==> src/rtl/hamming_argmin.sv <==
// Frame-wise argmin over a stream of Hamming distances: tracks the smallest
// distance, its first index, the number of candidates under threshold and the frame size.
module hamming_argmin #(
  parameter int DIST_W = 9,
  parameter int IDX_W  = 8
) (
  input  logic              clk,
  input  logic              rst,
  input  logic              in_valid,
  output logic              in_ready,
  input  logic [DIST_W-1:0] in_dist,
  input  logic              in_last,
  input  logic [DIST_W-1:0] threshold,
  output logic              out_valid,
  input  logic              out_ready,
  output logic [DIST_W-1:0] out_min_dist,
  output logic [IDX_W-1:0]  out_min_idx,
  output logic [IDX_W:0]    out_match_cnt,
  output logic [IDX_W:0]    out_count,
  output logic              out_overflow
);

  typedef enum logic [1:0] {IDLE, ACCUM, DONE} state_t;

  localparam logic [IDX_W:0]   CNT_ONE = (IDX_W + 1)'(1);
  localparam logic [IDX_W:0]   FULL    = {1'b1, {IDX_W{1'b0}}};
  localparam logic [IDX_W:0]   CNT_MAX = FULL + CNT_ONE;
  localparam logic [IDX_W-1:0] IDX_ONE = IDX_W'(1);
  localparam logic [IDX_W-1:0] IDX_MAX = '1;

  state_t            state_q, state_d;
  logic              in_ready_q, in_ready_d;
  logic              out_valid_q, out_valid_d;
  logic [DIST_W-1:0] min_dist_q, min_dist_d;
  logic [DIST_W-1:0] thr_q, thr_d;
  logic [IDX_W-1:0]  min_idx_q, min_idx_d;
  logic [IDX_W-1:0]  idx_q, idx_d;
  logic [IDX_W:0]    match_q, match_d;
  logic [IDX_W:0]    count_q, count_d;
  logic              ovf_q, ovf_d;

  logic              accept;
  logic              post_sat;
  logic [IDX_W-1:0]  beat_idx;

  always_comb begin
    state_d    = state_q;
    min_dist_d = min_dist_q;
    thr_d      = thr_q;
    min_idx_d  = min_idx_q;
    idx_d      = idx_q;
    match_d    = match_q;
    count_d    = count_q;
    ovf_d      = ovf_q;

    accept   = in_valid && in_ready_q;
    // Once 2^IDX_W beats are in, every further beat shares the last index
    // and must not claim the minimum position.
    post_sat = (count_q >= FULL);
    beat_idx = post_sat ? IDX_MAX : idx_q + IDX_ONE;

    case (state_q)
      IDLE: begin
        if (accept) begin
          min_dist_d = in_dist;
          min_idx_d  = '0;
          idx_d      = '0;
          count_d    = CNT_ONE;
          thr_d      = threshold;
          match_d    = (in_dist <= threshold) ? CNT_ONE : '0;
          ovf_d      = 1'b0;
          state_d    = in_last ? DONE : ACCUM;
        end
      end
      ACCUM: begin
        if (accept) begin
          if (in_dist < min_dist_q) begin
            min_dist_d = in_dist;
            if (!post_sat) min_idx_d = beat_idx;
          end
          idx_d = beat_idx;
          if (count_q != CNT_MAX) count_d = count_q + CNT_ONE;
          if ((in_dist <= thr_q) && (match_q != FULL)) match_d = match_q + CNT_ONE;
          if (post_sat) ovf_d = 1'b1;
          if (in_last) state_d = DONE;
        end
      end
      DONE: begin
        if (out_ready) state_d = IDLE;
      end
      default: state_d = IDLE;
    endcase

    out_valid_d = (state_d == DONE);
    in_ready_d  = (state_d != DONE);
  end

  always_ff @(posedge clk) begin
    if (rst) begin
      state_q     <= IDLE;
      in_ready_q  <= 1'b1;
      out_valid_q <= 1'b0;
      min_dist_q  <= '0;
      thr_q       <= '0;
      min_idx_q   <= '0;
      idx_q       <= '0;
      match_q     <= '0;
      count_q     <= '0;
      ovf_q       <= 1'b0;
    end else begin
      state_q     <= state_d;
      in_ready_q  <= in_ready_d;
      out_valid_q <= out_valid_d;
      min_dist_q  <= min_dist_d;
      thr_q       <= thr_d;
      min_idx_q   <= min_idx_d;
      idx_q       <= idx_d;
      match_q     <= match_d;
      count_q     <= count_d;
      ovf_q       <= ovf_d;
    end
  end

  assign in_ready      = in_ready_q;
  assign out_valid     = out_valid_q;
  assign out_min_dist  = min_dist_q;
  assign out_min_idx   = min_idx_q;
  assign out_match_cnt = match_q;
  assign out_count     = count_q;
  assign out_overflow  = ovf_q;

endmodule
==> config.mk <==
export PLATFORM = sky130hd
export DESIGN_NAME = hamming_argmin
export DESIGN_NICKNAME = d
export VERILOG_FILES = /design/src/rtl/hamming_argmin.sv
export SDC_FILE = /design/constraint.sdc
export NUM_CORES = 1
export LEC_CHECK = 0
export BUFFER_PORTS_ARGS = -buffer_cell sky130_fd_sc_hd__buf_2
export CAP_MARGIN = 20
export CORE_MARGIN = 1
export CORE_UTILIZATION = 41
export DETAILED_ROUTE_END_ITERATION = 6
export GPL_ROUTABILITY_DRIVEN = 0
export SYNTH_ARGS = -nofsm -noshare
export SYNTH_HDL_FRONTEND = slang
export SYNTH_SLANG_ARGS = --single-unit
==> constraint.sdc <==
create_clock -name clk -period 1.9 [get_ports clk]
set_clock_uncertainty 0.1 [all_clocks]
set_input_delay 0.285 -clock clk [delete_from_list [all_inputs] [get_ports clk]]
set_output_delay 0.285 -clock clk [all_outputs]
set_load 0.02 [all_outputs]
==> out/results.ini <==
[setup_path]
end_kind = flip-flop
cp.buffers_inverters = 4
crit_family = compound AO/OA/AOI/OAI gates
required_ns = 2.04
cp_slowest_cell = dfxtp_4
path_class = flip-flop to flip-flop
slowest_delay_ns = 0.34
crit_fanout = 6
crit_path_start_kind = flip-flop
cp.arrival_ns = 2.15
path_cells = inv_2, ha_4, a21o_1, a211o_1, buf_6, a211oi_4, buf_6, buf_6, o21ai_2, o41ai_1
crit_path_frequent_cell = buf_6

[global_routing]
grt_overflow = 0
grt_max_degree = 27
grt_usage_pct = 21.9
grt_pass1_vias = 3051
antenna_found_initial = 0
grt_pass1_wl_mm = 14.4

[clocking]
numCtsBuffers = 9
htree_num_levels = 3
clkSinkCount = 57
clockRootBuffer = clkbuf_8
clk_latency_ns = 0.34
clkTransAtPathRegs_ns = 0.07
cts.path.max_buffers = 2
cts_tree = done

[route]
drtIter0Drc = 150
avgViaCountPerCell = 5.24
wirelength_mm = 8.82
first_pass_iters = 4
postRouteAntennaNets = 0
vias = 3216
drcViolationCount = 0
post_drt_wl_per_cell_um = 14.4

[run_status]
violations = setup timing
status = finished with violations

[place]
dp.cells = 594
dp_hpwl_mm = 6.21
io_buffer_count = 60

[finish]
syn2layout_area_growth_pct = 41.5
drive_gt1_share_pct = 36.7
layoutNonFillerInstCount = 614
final_net_count = 567
utilization_pct = 61.0
n_antenna_cell = 0

[synthesis]
ys_types = 43
synth_top_area_share_pct = 35.7
synth_flop_cell = dfxtp_1
synthesis.area_um2 = 3190
yosysSeqAreaShare_pct = 35.7
yosys_warnings = 0
yosysMostFrequentCell = dfxtp_1
synth_edf_count = 0
synth_top_cell_by_area = dfxtp_1
synth_area_leaders = dfxtp_1, ha_1, a21oi_1
synth.net_count = 457
synthCells = 402
ys_seq_elements = 57
ys_async_sr_fraction_pct = 0
synth_common_cells = dfxtp_1, inv_1, nor2_1, a21oi_1, nand2_1
syn_avg_cell_area_um2 = 7.95

[sta]
setup_viol = 25
rsz0062_at_grt = true
period_share_pct = 105
fmax_ghz = 0.500
slew_headroom_pct = 69.0
setup_ws_ns = -0.101
min_period_ns = 2.00
maxSlewViolCount = 0
worst_pin_slew_ns = 0.466
hold_viol = 0
holdWs_ns = 0.0923
tns_ns = -1.30

[floorplan]
fp.dieArea_um2 = 8150
die_h_um = 90.3
io_pins = 61
rows = 31
die_w_um = 90.3
floorplan.initialDensity_pct = 43.1
design.core.area_um2 = 7410

[pwr]
ir_drop_mv = 0.423
power_leakage_nw = 1.93
p_per_area_nw_per_um2 = 687

[hold_path]
hp-class = input port to flip-flop

[run]
cap_violations = 0

## cell type report
type	instances	area (µm²)
well taps	99	124
fillers	661	2890
clock buffers	11	151
inverters	42	158
flip-flops and latches	57	1160
repair buffers	116	764
multi-input cells	286	2140
clock inverters	3	17.5
## sequential cells by signal, indices dropped and copies added (netlist names)
| signal | count |
|---|---|
| idx_q | 8 |
| out_min_idx | 8 |
| in_ready | 1 |
| state_q | 2 |
| out_min_dist | 9 |
| out_match_cnt | 9 |
| out_count | 9 |
| out_overflow | 1 |
| thr_q | 9 |
| out_valid | 1 |
## tightest hold or removal path, delay by kind of cell
family                 cells  cell delay (ns)
AO/OA/AOI/OAI              1             0.05
AND/OR/NAND/NOR            1             0.05
buffers and inverters      1             0.10
## layer usage
metal	wire, µm	GRT usage, %	vias up	share of wire (%)
met3	355	3.70	17	4.0
met5	0	0	-	0
met2	4200	35.4	80	48
li1	-	-	1618	-
met4	152	9.27	0	1.7
met1	4110	28.6	1501	47
## power breakdown
| part | switching [W] | internal (W) |
|---|---|---|
| Clock | 0.000485 | 0.000525 |
| Sequential | 0.0000316 | 0.00125 |
| Combinational | 0.000447 | 0.000371 |
| Total | 0.000963 | 0.00214 |
## layout by cell type (no fill, tap or decap), drive strengths merged, types with 3 or more instances in the layout
cell type / n
a21o: 3
o21ai: 17
a21oi: 38
a31oi: 5
a211oi: 5
nor2b: 3
or3: 10
nor3: 10
xnor2: 5
nand2b: 5
nand4: 5
ha: 32
o32ai: 4
o41ai: 6
inv: 42
and3: 9
nand2: 36
o22ai: 3
buf: 116
nor2: 40
xor2: 6
clkbuf: 11
dfxtp: 57
mux2i: 9
nand3b: 3
nand3: 16
## final timing paths
check | from | to | slack [ns] | depth (start not counted)
worst max-delay path | out_min_dist[7] | out_min_idx[5] | -0.10 | 10
worst min-delay path | threshold[5] | thr_q[5] | 0.09 | 3
worst max register to register | out_min_dist[7] | out_min_idx[5] | -0.10 | 10
worst min register to register | out_min_idx[3] | out_min_idx[3] | 0.35 | 2
## stage by stage
step	total power, W	setup WS, ns	instance area [µm²]
2_1_floorplan	0.00167	-0.0404	3230
3_3_place_gp	0.00192	-0.205	3970
3_5_place_dp	0.00194	-0.299	3970
4_1_cts	0.00302	-0.0784	4340
5_1_grt	0.00326	-0.228	4520
6_report	0.00310	-0.101	4520
## cell families after synthesis
logic type                 synth area share [%]
DFF                                        35.7
buffers and inverters                      7.09
and+or+nand+nor                            21.3
adders and majority gates                  12.5
muxes                                      2.82
AOI/OAI and AO/OA                          17.5
xor gates and xnor gates                   3.02
## timing repair
action,in CTS,in global routing
gates resized for setup,40,33
buffers inserted,3,2
hold endpoints to repair,0,0
gates cloned,1,1
setup endpoints to repair,25,26
pin swaps,17,12
hold buffers,0,0
Power figures use the tool's default switching activity.
